File: src/rtl/bigmac_pkg.sv
// Constants and helpers shared by bigmac and bigmac_unmac.
// mac_feedback is the feedback term f(v): the product is truncated to w bits, then shifted.
package bigmac_pkg;

  localparam int mac_coeff_c   = 27;
  localparam int mac_shift_c   = 5;
  localparam int unmac_width_c = 10;

  typedef enum logic [1:0] {
    buf_empty_e,
    buf_one_e,
    buf_full_e
  } buf_state_t;

  // Recovered sample plus its out-of-range flag; data width tracks unmac_width_c.
  typedef struct packed {
    logic [unmac_width_c-1:0] data;
    logic                     err;
  } unmac_entry_t;

  function automatic logic [63:0] mac_feedback(input logic [63:0] v, input int unsigned w);
    logic [63:0] prod;
    prod = v * 64'(mac_coeff_c);
    if (w < 32'd64) prod = prod & ((64'd1 << w) - 64'd1);
    return prod >> mac_shift_c;
  endfunction

endpackage

File: src/rtl/unmac_skid_fifo.sv
// Two-entry valid/ready skid FIFO; data appears at the head one cycle after push.
// ready_o and valid_o are registered from occupancy only, so ready_o never depends on ready_i.
module unmac_skid_fifo
  import bigmac_pkg::*;
#(
  parameter int width_p = 11
) (
  input  logic               clk_i,
  input  logic               reset_i,
  input  logic [width_p-1:0] data_i,
  input  logic               valid_i,
  output logic               ready_o,
  output logic [width_p-1:0] data_o,
  output logic               valid_o,
  input  logic               ready_i
);

  buf_state_t         state_q;
  logic [width_p-1:0] head_q;
  logic [width_p-1:0] tail_q;
  logic               push;
  logic               pop;

  assign push   = valid_i & ready_o;
  assign pop    = valid_o & ready_i;
  assign data_o = head_q;

  always_ff @(posedge clk_i or posedge reset_i) begin
    if (reset_i) begin
      state_q <= buf_empty_e;
      head_q  <= '0;
      tail_q  <= '0;
      valid_o <= 1'b0;
      ready_o <= 1'b1;
    end else begin
      case (state_q)
        buf_empty_e: begin
          if (push) begin
            head_q  <= data_i;
            state_q <= buf_one_e;
            valid_o <= 1'b1;
          end
        end
        buf_one_e: begin
          if (push && pop) begin
            head_q <= data_i;
          end else if (push) begin
            tail_q  <= data_i;
            state_q <= buf_full_e;
            ready_o <= 1'b0;
          end else if (pop) begin
            state_q <= buf_empty_e;
            valid_o <= 1'b0;
          end
        end
        buf_full_e: begin
          // ready_o is low here, so a pop is the only possible event
          if (pop) begin
            head_q  <= tail_q;
            state_q <= buf_one_e;
            ready_o <= 1'b1;
          end
        end
        default: begin
          state_q <= buf_empty_e;
          valid_o <= 1'b0;
          ready_o <= 1'b1;
        end
      endcase
    end
  end

endmodule

File: src/rtl/bigmac_unmac.sv
// Inverse bigmac: x[n] = y[n] - f(y[n-1]), flagged when the residual exceeds width_p bits.
// One cycle latency through a 2-entry skid buffer; ready_o drops only when the buffer is full.
module bigmac_unmac
  import bigmac_pkg::*;
#(
  parameter int width_p = unmac_width_c
) (
  input  logic                 clk_i,
  input  logic                 reset_i,
  input  logic [2*width_p-1:0] data_i,
  input  logic                 first_i,
  input  logic                 valid_i,
  output logic                 ready_o,
  output logic                 valid_o,
  output logic [width_p-1:0]   data_o,
  output logic                 err_o,
  input  logic                 ready_i,
  output logic                 err_sticky_o,
  output logic [15:0]          count_o
);

  localparam int yw_lp = 2 * width_p;

  logic [yw_lp-1:0] prev_q;
  logic [yw_lp-1:0] hist;
  logic [yw_lp-1:0] fb;
  logic [yw_lp-1:0] resid;
  logic             err;
  logic             accept;
  unmac_entry_t     push_entry;
  unmac_entry_t     head_entry;

  assign accept = valid_i & ready_o;
  assign hist   = first_i ? '0 : prev_q;
  assign fb     = yw_lp'(mac_feedback(64'(hist), yw_lp));
  assign resid  = data_i - fb;
  assign err    = |resid[yw_lp-1:width_p];

  assign push_entry.data = resid[width_p-1:0];
  assign push_entry.err  = err;

  // History is the raw accumulated input, so it stays in step with the upstream bigmac
  always_ff @(posedge clk_i or posedge reset_i) begin
    if (reset_i) begin
      prev_q       <= '0;
      count_o      <= '0;
      err_sticky_o <= 1'b0;
    end else if (accept) begin
      prev_q       <= data_i;
      count_o      <= count_o + 16'd1;
      err_sticky_o <= err_sticky_o | err;
    end
  end

  unmac_skid_fifo #(
    .width_p($bits(unmac_entry_t))
  ) u_skid (
    .clk_i  (clk_i),
    .reset_i(reset_i),
    .data_i (push_entry),
    .valid_i(valid_i),
    .ready_o(ready_o),
    .data_o (head_entry),
    .valid_o(valid_o),
    .ready_i(ready_i)
  );

  assign data_o = head_entry.data;
  assign err_o  = head_entry.err;

endmodule

File: config.mk
export PLATFORM = sky130hd
export DESIGN_NAME = bigmac_unmac
export DESIGN_NICKNAME = d
export VERILOG_FILES = /design/src/rtl/bigmac_pkg.sv /design/src/rtl/unmac_skid_fifo.sv /design/src/rtl/bigmac_unmac.sv
export SDC_FILE = /design/constraint.sdc
export NUM_CORES = 1
export LEC_CHECK = 0
export ABC_AREA = 1
export CORE_MARGIN = 2
export CORE_UTILIZATION = 60
export CTS_BUF_LIST = sky130_fd_sc_hd__clkbuf_2 sky130_fd_sc_hd__clkbuf_4 sky130_fd_sc_hd__clkbuf_8
export DETAILED_ROUTE_END_ITERATION = 16
export GPL_TIMING_DRIVEN = 0
export PLACE_DENSITY = 0.93
export SYNTH_ARGS = -nofsm -noshare
export SYNTH_HDL_FRONTEND = slang
export SYNTH_SLANG_ARGS = --single-unit
File: constraint.sdc
create_clock -name clk_i -period 6 [get_ports clk_i]
set_input_delay 1.2 -clock clk_i [delete_from_list [all_inputs] [get_ports clk_i]]
set_output_delay 1.2 -clock clk_i [all_outputs]
set_load 0.01 [all_outputs]
==> flow_summary.ini <==
[outcome]
outcome = finished, final reports clean

[die]
die_x_um = 101
core-area_um2 = 9200
row_count = 35
floorplan.initialDensity_pct = 61.3
io_pins = 55
fp.dieH_um = 101
die_area_um2 = 10200

[placement]
dp_cells = 920
place_hpwl_um = 10400
portBuffers = 53
gp_congestion = 0.939
dp_slack_ns = -0.281

[worst_setup_path]
regToRegSetupSlack_ns = 0.86
worstPathMaxFanout = 10
crit_type = in -> reg
max_stage_delay_ns = 0.50
startpoint_type = input pin
endpoint = u_skid.tail_q[0]
crit_arrival_ns = 5.89
startpoint = first_i
r2r-end = u_skid.tail_q[0]
worstReg2RegStart = prev_q[2]
path_common_cell = nand2_1
reg2regPathDepth = 29
setup.worst_path.end_class = register
worstPathRequired_ns = 6.24
slowest_stage = fa_1

[timing]
rsz0062_at_grt = false
drv_slew = 0
maxSlewHeadroom_pct = 61.5
worst_slack_ns = 0.352
hold_viol = 0
min_period_ns = 5.65
whs_ns = 0.471
fin_crit_sh_pct = 94.1
finalClockSkew_ns = 0.0108
setup_viol = 0
fmax_mhz = 177
worst_pin_slew_ns = 0.578

[synthesis]
synth_edf_count = 0
yosys.area_share.simple_pct = 24.0
yosysUniqueCellTypes = 37
muxShareOfSynthArea_pct = 0
synth_fp_nets = 851
synth_fa_ha_area_share_pct = 19.0
synthFlopType = dfrtp_1
synth_compound_area_share_pct = 11.8
syn-cell-area_um2 = 5640
netlist_instances = 755
synth_area_per_cell_um2 = 7.46
ys_ff_latch = 63
synth_top_family_by_area = simple AND/OR/NAND/NOR gates
yosys_warnings = 0
async_reset_ff_share_pct = 100
yosysSeqAreaShare_pct = 28.0
synth_xor_area_share_pct = 7.93

[clocking]
clk_latency_ns = 0.36
max-clock-path-buffers = 2
htreeDepth = 3
cts_made_buffers = 9
postCtsSetupRepairBufs = 0
cts_tree = built
cts_num_sinks = 63
clockRootBuffer = clkbuf_8
clkSlewWorstSetupHoldPaths_ns = 0.07
ctsHoldBuffers = 0

[power]
finalPower_mw = 2.00
peakVddDrop_uv = 314
p_leak_nw = 3.41
p_per_area_nw_per_um2 = 305

[drt]
wl_um = 13100
drtIter0Drc = 279
drc = 0
routedWlPerCell_um = 14.0
dr.pass1.iters = 5
postRouteAntennaNets = 0
via_per_inst = 5.45
vias = 5101

[layout]
fin_cells = 936
layout-drive-gt1-share_pct = 8.24
syn2layout_area_growth_pct = 16.3
final_util_pct = 71.3
layout.nets = 916
diodes = 0

[min_path]
hp-class = reg -> reg
min_delay_path_depth = 2

[global_routing]
grt.total_usage_pct = 27.9
grt_max_degree = 39
grt_pass1_wl_um = 22600
grt_pass1_vias = 5120
grt_antenna_before_repair = 0
grt-ovfl-total = 0

[job]
cap_violations = 0
## routing by layer
metal	part of all wire, %	GRT usage, %	up-vias
met3	4.6	4.79	46
met4	3.3	10.3	0
met5	0	0	-
met2	48	48.6	149
met1	44	34.8	2375
li1	-	-	2531
## final cells by class
cell class	count	area, um2
clock buffers	9	124
well taps	111	139
flip-flops and latches	63	1580
clock inverters	7	48.8
plain buffers	11	60.1
repair buffers	54	551
inverters	125	469
fillers	692	2640
multi-input cells	556	3590
## timing repair
| item | in CTS | in global routing |
|---|---|---|
| hold endpoints to repair | 0 | 0 |
| gates resized for setup | 0 | 22 |
| endpoints found under the setup margin | 0 | 3 |
## report_power, final
group	switching [mW]	internal (mW)
Combinational	0.779	0.462
Clock	0.187	0.150
Sequential	0	0.424
Total	0.966	1.04
## layout by cell type, fill, tap and decap left out, types with 3 or more instances in the layout
cell type        count
buf_2                3
nand2_2             12
nand4_1              8
clkdlybuf4s50_1     53
nand3_1             29
clkinv_2             3
nand2_1            174
inv_1              122
o21bai_1             4
o21a_1              10
dfrtp_1             62
ha_1                46
nand3_2              4
clkbuf_1             6
fa_1                24
xor2_1              26
nor3_1               7
nor3_2               3
clkbuf_8             9
inv_2                3
nor2_2              11
xnor2_1             25
nor2_1              62
nor2_4               3
a21oi_1             38
o21ai_0             48
o21ai_1              3
## registers in the layout, summed over array words and instances (netlist names)
| signal | count |
|---|---|
| u_skid.data_o | 11 |
| count_o | 16 |
| u_skid.tail_q | 11 |
| u_skid.valid_o | 1 |
| u_skid.ready_o | 1 |
| u_skid.state_q | 2 |
| prev_q | 20 |
| err_sticky_o | 1 |
## how the worst min path moves through the flow
stage / startpoint / endpoint
finish: err_sticky_o / err_sticky_o
global route: count_o[15] / count_o[15]
CTS: count_o[15] / count_o[15]
detailed placement: err_sticky_o / err_sticky_o
global placement: err_sticky_o / err_sticky_o
floorplan: u_skid.tail_q[1] / u_skid.tail_q[1]
## stage by stage
stage	setup TNS [ns]	area (um2)
finish	0	6560
global route	0	6560
CTS	0	6500
detailed placement	-0.806	6320
global placement	-0.522	6300
floorplan	0	5640
## logic make-up (layout without fill, tap and decap cells)
family / count (synthesis) / after routing
xor+xnor: 51 / 51
fa+ha+maj: 71 / 71
flops: 63 / 63
buf+inv: 136 / 206
simple gates: 317 / 317
compound gates: 117 / 117
## worst max-delay path, delay by kind of cell
kind	cells	cell delay (ns)
compound gates	6	0.74
xor+xnor	1	0.14
fa+ha+maj	5	1.98
buf+inv	4	0.44
simple gates	14	1.37
## synth_stat cells (all sizes together) (7+ instances only)
cell type  count  area (um2)
a21oi         41         216
clkbuf         7        26.3
dfrtp         62        1550
fa            24         480
ha            47         588
inv          125         469
nand2        186         723
nand3         33         185
nand4          8        50.1
nor2          76         305
nor3          10        60.1
o21a          10        75.1
o21ai         53         280
xnor2         25         219
xor2          26         228
Power figures use the tool's default switching activity.
